[src/rtl/mem_port_arbiter.sv]
// Round-robin arbiter sharing one synchronous memory port between CPU and I/O; grant 1 cycle after req sample.
// Latency: writes 2 cycles, reads RD_LAT+2 cycles to rvalid; losers hold req and are served next IDLE.
module mem_port_arbiter #(
  parameter int ADDR_W = 16,
  parameter int DATA_W = 16,
  parameter int RD_LAT = 2
) (
  input  logic              clk,
  input  logic              reset,
  input  logic              cpu_req,
  input  logic              cpu_we,
  input  logic [ADDR_W-1:0] cpu_addr,
  input  logic [DATA_W-1:0] cpu_wdata,
  output logic              cpu_gnt,
  output logic              cpu_rvalid,
  output logic [DATA_W-1:0] cpu_rdata,
  input  logic              io_req,
  input  logic              io_we,
  input  logic [ADDR_W-1:0] io_addr,
  input  logic [DATA_W-1:0] io_wdata,
  output logic              io_gnt,
  output logic              io_rvalid,
  output logic [DATA_W-1:0] io_rdata,
  output logic [ADDR_W-1:0] mem_addr,
  output logic [DATA_W-1:0] mem_wdata,
  output logic              mem_wren,
  input  logic [DATA_W-1:0] mem_q,
  output logic              busy
);

  localparam int CNT_W = 3;

  typedef enum logic [1:0] {
    IDLE,
    ACCESS,
    WAIT
  } state_t;

  state_t              state;
  state_t              state_nxt;
  logic                win_io;
  logic                prio_io;
  logic                we_q;
  logic [ADDR_W-1:0]   addr_q;
  logic [DATA_W-1:0]   wdata_q;
  logic [CNT_W-1:0]    cnt;
  logic                pick_io;
  logic                any_req;
  logic                capture;

  // IO wins only if CPU is idle or CPU was served last.
  assign any_req = cpu_req | io_req;
  assign pick_io = io_req & (~cpu_req | prio_io);
  assign capture = (state == WAIT) && (cnt == CNT_W'(1));

  always_comb begin
    state_nxt = state;
    case (state)
      IDLE:    if (any_req) state_nxt = ACCESS;
      ACCESS:  state_nxt = we_q ? IDLE : WAIT;
      WAIT:    if (cnt == CNT_W'(1)) state_nxt = IDLE;
      default: state_nxt = IDLE;
    endcase
  end

  always_ff @(posedge clk) begin
    if (reset) begin
      state      <= IDLE;
      win_io     <= 1'b0;
      prio_io    <= 1'b0;
      we_q       <= 1'b0;
      addr_q     <= '0;
      wdata_q    <= '0;
      cnt        <= '0;
      cpu_rdata  <= '0;
      io_rdata   <= '0;
      cpu_rvalid <= 1'b0;
      io_rvalid  <= 1'b0;
    end else begin
      state      <= state_nxt;
      cpu_rvalid <= capture & ~win_io;
      io_rvalid  <= capture & win_io;
      case (state)
        IDLE: begin
          if (any_req) begin
            win_io  <= pick_io;
            prio_io <= ~pick_io;
            we_q    <= pick_io ? io_we    : cpu_we;
            addr_q  <= pick_io ? io_addr  : cpu_addr;
            wdata_q <= pick_io ? io_wdata : cpu_wdata;
          end
        end
        ACCESS: begin
          if (!we_q) cnt <= CNT_W'(RD_LAT);
        end
        WAIT: begin
          cnt <= cnt - CNT_W'(1);
          if (capture) begin
            if (win_io) io_rdata  <= mem_q;
            else        cpu_rdata <= mem_q;
          end
        end
        default: cnt <= '0;
      endcase
    end
  end

  assign busy      = (state != IDLE);
  assign cpu_gnt   = (state == ACCESS) & ~win_io;
  assign io_gnt    = (state == ACCESS) & win_io;
  assign mem_wren  = (state == ACCESS) & we_q;
  assign mem_addr  = addr_q;
  assign mem_wdata = wdata_q;

endmodule
[config.mk]
export PLATFORM = sky130hd
export DESIGN_NAME = mem_port_arbiter
export DESIGN_NICKNAME = d
export VERILOG_FILES = /design/src/rtl/mem_port_arbiter.sv
export SDC_FILE = /design/constraint.sdc
export NUM_CORES = 1
export LEC_CHECK = 0
export CAP_MARGIN = 20
export CORE_MARGIN = 3
export CORE_UTILIZATION = 44
export CTS_BUF_LIST = sky130_fd_sc_hd__clkbuf_4
export DETAILED_ROUTE_END_ITERATION = 8
export PLACE_DENSITY_LB_ADDON = 0.12
export SLEW_MARGIN = 10
export SYNTH_ARGS = -nofsm -noshare
export SYNTH_HDL_FRONTEND = slang
export SYNTH_SLANG_ARGS = --single-unit
export TNS_END_PERCENT = 10
[constraint.sdc]
create_clock -name clk -period 3.5 [get_ports clk]
set_input_delay 0.7 -clock clk [delete_from_list [all_inputs] [get_ports clk]]
set_output_delay 0.7 -clock clk [all_outputs]
set_load 0.1 [all_outputs]
Word-level counts from Yosys, hierarchy flattened
Cells that the tools add are included.
{"block": "totals", "in_bits": 86, "ff_bits": 74, "output_inout_bits": 70, "word_cells": 47}
{"block": "op_classes", "mux": 9, "n_bitwise": 12, "add_sub_neg": 1, "n_reduce_logical": 8, "n_eq_ne": 6}
{"op": "16-bit two-way mux", "count": 2}
{"op": "3-bit one-hot mux with 3 select lines", "count": 1}
{"op": "1-bit bitwise AND", "count": 6}
{"op": "2-bit two-way mux", "count": 3}
{"op": "2-bit one-hot mux with 3 select lines", "count": 1}
{"op": "2-bit AND reduction", "count": 3}
{"op": "3-bit AND reduction", "count": 2}
{"op": "2-bit != test, second input constant", "count": 2}
{"op": "1-bit NOT", "count": 4}
{"op": "3-bit by 1-bit == test with 1-bit output, second input constant", "count": 1}
{"op": "3-bit two-way mux", "count": 1}
{"op": "3-bit by 1-bit subtractor with 3-bit output, second input constant", "count": 1}
{"op": "2-bit by 1-bit == test with 1-bit output, second input constant", "count": 1}
{"op": "2-bit == test, second input constant", "count": 1}
{"op": "2-bit logical NOT", "count": 1}
{"op": "2-bit by 1-bit != test with 1-bit output, second input constant", "count": 1}
{"op": "1-bit bitwise OR", "count": 2}
{"op": "2-bit nonzero test", "count": 1}
{"op": "1-bit logical AND", "count": 1}
{"op": "1-bit two-way mux", "count": 1}

Longest topological paths before layout
Gate-level depths: netlist of run 1.
{"block": "depth", "word_depth": 4, "mapped_depth": 8, "mapped_depth_nobuf": 5}

Worst setup path before layout of run 1
No wires, ideal clock.
{"block": "synth_path", "path_kind": "register -> output", "from": "reg state[1]", "to": "out cpu_gnt", "stages_incl_launch_ff": 4, "arrival_time_ps": 1955, "path_buffers": 0, "t_required_ps": 2800, "path_slack_ps": 845, "path_cell_list": "dfxtp_1 > inv_1 > ha_1 > nor2b_1"}
{"block": "synth_between", "elab_chain_cells": 2}
{"item": "start: declaration", "line_no": "39", "rtl": "state_t state;"}
{"item": "start signal: assignment", "line_no": "80", "rtl": "state <= state_nxt;"}
{"item": "2-bit by 1-bit == test with 1-bit output", "line_no": "109", "rtl": "assign cpu_gnt = (state == ACCESS) & ~win_io;"}
{"item": "1-bit bitwise AND", "line_no": "109"}
{"item": "end: declaration", "line_no": "14", "rtl": "output logic cpu_gnt,"}
Every way passes these cells.

Worst setup path in the final report of run 1
{"block": "layout_path", "from": "reg wdata_q[0] (netlist: mem_wdata[0])", "to": "out mem_wdata[0]"}
{"item": "start: declaration", "line_no": "45", "rtl": "logic [DATA_W-1:0] wdata_q;"}
{"item": "start signal: assignment", "line_no": "90", "rtl": "wdata_q <= pick_io ? io_wdata : cpu_wdata;"}
{"item": "end: declaration", "line_no": "25", "rtl": "output logic [DATA_W-1:0] mem_wdata,"}
No word-level cell between the ends.

==> impl_metrics.json, run 1 <==
{
  "status": "finished, final reports clean",
  "min_path_type": "flop to flop",
  "startpoint_type": "flop",
  "cts_buffer_depth": 2,
  "drtPass1Iterations": 4,
  "syn_to_final_growth_pct": 53.1,
  "ys_warn_count": 0,
  "leakagePower_uw": 0.00167,
  "synth_top_area_share_pct": 48.2,
  "cts_tree": "yes",
  "fin_skew_ns": 0.0119,
  "dieArea_sq_mm": 0.00802,
  "drt_iter0_markers": 105,
  "yosys.area.top_type": "dfxtp_1",
  "post_cts_resized": 0,
  "syn_nets": 404,
  "hold_path_depth": 2,
  "clk_latency_ns": 0.40,
  "wl_per_cell_microns": 15.6,
  "io_buffers": 155,
  "grt_pass1_vias": 2784,
  "worst-slew-pin-transition_ns": 1.02,
  "end_kind": "output port",
  "critPathMaxStageDelay_ns": 1.15,
  "antenna_found_initial": 0,
  "power_density_mw_per_mm2": 525,
  "grt_pass1_wl_microns": 13000,
  "fp.dieW_microns": 89.6,
  "crit_buf_inv": 1,
  "cpLargestDelayFamily": "buffers and inverters",
  "worstPathRequired_ns": 2.80,
  "core_sq_mm": 0.00657,
  "wl_microns": 8640,
  "avgSynthCellArea_sq_um": 9.81,
  "place_inst": 539,
  "synth_edf_count": 0,
  "hold_viol": 0,
  "nets": 548,
  "clock_sink_count": 74,
  "final_core_util_pct": 71.6,
  "maxSlewHeadroom_pct": 32.1,
  "htreeDepth": 3,
  "final.period_utilization_pct": 74.7,
  "crit_path_max_fanout": 2,
  "arrival_ns": 1.91,
  "max_freq_mhz": 383,
  "grtUsageTotal_pct": 21.1,
  "grt.overflow.total": 0,
  "reg2regPathDepth": 5,
  "path_clk_slew_ns": 0.12,
  "path_cells": "clkdlybuf4s50_1",
  "final_antenna_net_count": 0,
  "syn_inst": 313,
  "power_uw": 2470,
  "slowest_stage": "clkdlybuf4s50_1",
  "drive_above_1_share_pct": 8.01,
  "min-delay-start": "io_rdata[8]",
  "drv_slew": 0,
  "initial_core_util_pct": 46.8,
  "holdPathEnd": "io_rdata[8]",
  "vias": 2869,
  "rsz0062_at_grt": "no",
  "final.setup.tns_ns": 0,
  "max-vdd-ir-drop_v": 0.000362,
  "synth_cell_types": 36,
  "synth_ff_type": "dfxtp_1",
  "fin_crit_ns": 2.61,
  "synthTopCellsByArea": "dfxtp_1 48%, a221o_1 9.8%, nand2_1 8.1%",
  "boundaryPins": 156,
  "netlist_area_sq_mm": 0.00307,
  "synth.ff_latch_count": 74,
  "rr_endpoint": "cpu_rdata[10]",
  "async_reset_ff_share_pct": 0,
  "gp_congestion": 0.735,
  "critPathKind": "flop to output port",
  "finalSetupViolations": 0,
  "die_h_microns": 89.6,
  "vias_per_cell": 5.17,
  "seq_area_frac_synth_pct": 48.2,
  "cts_buffers": 9,
  "post-cts-setup-buffer-count": 0,
  "max-cap-violations": 0,
  "antenna_cells": 0,
  "rows": 29,
  "rr_startpoint": "state[0]",
  "fin_cells": 555,
  "cp.depth": 1,
  "root_buffer": "clkbuf_4",
  "hpwl_microns": 6220,
  "grt_max_degree": 63,
  "cts_hold_buf": 0,
  "r2r_slack_ns": 1.48,
  "drcViolationCount": 0
}
## routing by layer
metal / track usage [%] / up-vias / part of all wire (%)
li1: - / 1409 / -
met1: 24.8 / 1341 / 41
met2: 34.8 / 113 / 50
met3: 7.93 / 6 / 8.9
met4: 8.12 / 0 / 0.93
met5: 0 / - / 0
## cell usage after synthesis (5+ instances only)
cell,n
a21oi_1,37
a221o_1,30
buf_2,9
buf_6,10
dfxtp_1,74
ha_1,5
inv_1,5
nand2_1,66
nor2_1,5
nor3b_1,33
## cell usage in the layout, fill, tap and decap left out, types with 2 or more instances in the layout
cell,count
dfxtp_1,74
nor2b_1,3
clkinvlp_4,2
bufinv_16,2
ha_1,5
a221o_1,30
a221o_2,3
clkinv_2,2
nand2_1,66
and2_1,2
clkdlybuf4s50_1,149
a22oi_1,2
clkbuf_4,9
nand2_2,2
buf_4,9
nand2b_1,2
inv_1,5
nor3b_1,33
a21o_1,2
a21oi_1,37
nor2_1,5
## stage by stage
| stage | setup WS (ns) | area, sq um | hold WS, ns |
|---|---|---|---|
| final | 0.887 | 4700 | 0.464 |
| after global routing | 0.804 | 4700 | 0.484 |
| after CTS | 0.849 | 4700 | 0.463 |
| after detailed placement | 1.21 | 4540 | 0.446 |
| after global placement | 1.25 | 4540 | 0.441 |
| after floorplan | 0.845 | 3070 | 0.432 |
## report_power, final
part	switching (uW)	internal (uW)	leakage, uW	total, uW
clock	299	288	0.0000819	588
combinational	644	287	0.000988	931
sequential	40.9	910	0.000603	951
total	984	1480	0.00167	2470
## worst max-delay path by stage
stage,start,end
final,mem_wdata[0],mem_wdata[0]
after global routing,mem_wdata[15],mem_wdata[15]
after CTS,mem_addr[1],mem_addr[1]
after detailed placement,cpu_req,mem_addr[4]
after global placement,cpu_req,mem_addr[4]
after floorplan,state[1],cpu_gnt
## cell type report
cell class	count	area [sq um]
Timing Repair Buffer	159	1560
Clock inverter	7	93.8
Sequential cell	74	1480
Multi-Input combinational cell	208	1360
Clock buffer	9	67.6
Tap cell	93	116
Inverter	5	18.8
Fill cell	554	1860
## flip-flops by register name (all words and copies together), names as in the netlist
signal      count
cnt             3
cpu_rdata      16
cpu_rvalid      1
io_rdata       16
io_rvalid       1
mem_addr       16
mem_wdata      16
prio_io         1
state           2
we_q            1
win_io          1
## kinds of logic (layout without fill, tap and decap cells)
group,after synthesis,in the layout,synth area share [%]
buffers and inverters,31,180,7.66
AOI/OAI and AO/OA,80,80,20.0
DFF,74,74,48.2
and+or+nand+nor,122,122,21.8
muxes,1,1,0.326
adders and majority gates,5,5,2.04
Note: power is estimated with default switching activity, not from simulation.
==> inputs of run 2 (changes only) <==
Settings changed: CORE_UTILIZATION 44 to 41.
Clock period 3.5 ns to 2.49 ns, I/O delays scaled along.
==> run 2 against run 1 <==
Core utilization decreased by 7.2 points. Combinational power grew 39%. Clock skew grew 0.0039 ns. Final cell count rose by 0.90%. Power grew 33%. Clock power rose by 11%. Cell area fell by 3.8%. Via count about the same. Largest power group unchanged. Wire length is 3.0% higher. Non-clock buffer count increased by 2. First-iteration DRC count down 5.7%. Register-to-register slack worse by 1.0 ns.
==> impl_metrics.json, run 2 (synthesis results as in run 1) <==
{
  "status": "finished, final reports clean",
  "end_kind": "output port",
  "drt_iter0_markers": 99,
  "drtPass1Iterations": 4,
  "setup.worst_path.start": "state[1]",
  "initial_core_util_pct": 43.8,
  "final.setup.tns_ns": 0,
  "max-cap-violations": 0,
  "grt_max_degree": 63,
  "worst-slew-pin-transition_ns": 0.746,
  "post-cts-setup-buffer-count": 0,
  "place_inst": 544,
  "vias_per_cell": 5.13,
  "critPathMaxStageDelay_ns": 0.34,
  "power_uw": 3280,
  "final.period_utilization_pct": 81.9,
  "stdcell_area_sq_mm": 0.00452,
  "rr_startpoint": "state[0]",
  "holdPathEnd": "io_rdata[6]",
  "rows": 30,
  "antenna_found_initial": 0,
  "min_path_type": "flop to flop",
  "post_cts_resized": 0,
  "wl_met3_microns": 835,
  "cts_hold_buf": 0,
  "min-delay-start": "io_rdata[6]",
  "fin_hold_ws_ns": 0.462,
  "syn_to_final_growth_pct": 47.3,
  "hpwl_microns": 6620,
  "rsz0062_at_grt": "no",
  "dpl_cell_area_sq_mm": 0.00441,
  "drcViolationCount": 0,
  "cpLargestDelayFamily": "buffers and inverters",
  "wl_microns": 8890,
  "io_buffers": 155,
  "hold_viol": 0,
  "vias": 2870,
  "mostFrequentLayoutCell": "clkdlybuf4s50_1",
  "cts_buffer_depth": 2,
  "met2WireLength_microns": 4420,
  "r2r_slack_ns": 0.46,
  "worstPathRequired_ns": 1.99,
  "root_buffer": "clkbuf_4",
  "max-vdd-ir-drop_v": 0.000464,
  "wl_met1_microns": 3400,
  "htreeDepth": 3,
  "final_antenna_net_count": 0,
  "clk_latency_ns": 0.40,
  "hold_path_depth": 2,
  "clock_sink_count": 74,
  "leakagePower_uw": 0.00179,
  "reg2regPathDepth": 6,
  "drv_slew": 0,
  "cts_tree": "yes",
  "maxUsedRoutingLayer": "met4",
  "wl_per_cell_microns": 15.9,
  "die_h_microns": 92.6,
  "antenna_cells": 0,
  "maxSlewHeadroom_pct": 50.1,
  "core_sq_mm": 0.00702,
  "cts_buffers": 9,
  "grt.overflow.total": 0,
  "path_clk_slew_ns": 0.13,
  "critPathKind": "flop to output port",
  "grt_pass1_wl_microns": 14100,
  "fin_skew_ns": 0.0158,
  "startpoint_type": "flop",
  "arrival_ns": 1.54,
  "grt_pass1_vias": 2921,
  "fin_crit_ns": 2.04,
  "grtUsageTotal_pct": 20.9,
  "path_cells": "inv_1 > ha_1 > nor2b_1 > buf_4",
  "fp.dieW_microns": 92.6,
  "crit_path_max_fanout": 7,
  "dieArea_sq_mm": 0.00857,
  "fillerInstances": 613,
  "layout_common_cells": "84 x clkdlybuf4s50_1, 76 x buf_4, 74 x dfxtp_1",
  "drive_above_1_share_pct": 22.4,
  "power_density_mw_per_mm2": 725,
  "max_freq_mhz": 490,
  "boundaryPins": 156,
  "slowest_stage": "dfxtp_1",
  "rr_endpoint": "mem_wdata[12]",
  "finalSetupViolations": 0,
  "gp_congestion": 0.821,
  "fin_cells": 560,
  "crit_buf_inv": 2,
  "nets": 550
}
run 2: final cells by class:
cell class	instances	area, sq um	share of cell area (%)
Timing Repair Buffer	161	1420	31.3
Tap cell	96	120	2.65
Inverter	5	18.8	0.415
Clock inverter	6	42.5	0.940
Multi-Input combinational cell	208	1370	30.3
Sequential cell	74	1480	32.7
Clock buffer	10	75.1	1.66
run 2: worst register-to-register path: cells and delay by family (launching register included):
kind                       cells  cell delay, ns
DFF                            1            0.34
adders and majority gates      1            0.31
buffers and inverters          2            0.45
AOI/OAI and AO/OA              1            0.18
and+or+nand+nor                2            0.71
run 2: how the worst max path moves through the flow:
stage	to	slack [ns]	cells after the start
floorplan	cpu_gnt	0.04	3
global placement	mem_wdata[14]	0.12	5
detailed placement	mem_wdata[12]	0.05	5
CTS	cpu_gnt	0.43	4
global route	mem_wdata[3]	0.29	6
finish	cpu_gnt	0.45	4
run 2: per-layer routing:
metal  vias up  global-route usage [%]
li1       1415                       -
met1      1313                    22.6
met2       126                    36.3
met3        16                    7.47
met4         0                    9.41
met5         -                       0
run 2: metrics by stage:
step | setup slack (ns) | util, %
floorplan | 0.0367 | -
global placement | 0.115 | 62.8
detailed placement | 0.0550 | 62.8
CTS | 0.429 | 64.5
global route | 0.286 | 64.5
finish | 0.450 | 64.5
run 2: power by group:
group	switching [uW]	internal, uW	leakage, uW	total, uW
Clock	433	218	0.0000628	651
Combinational	907	383	0.00112	1290
Sequential	60.0	1280	0.000603	1340
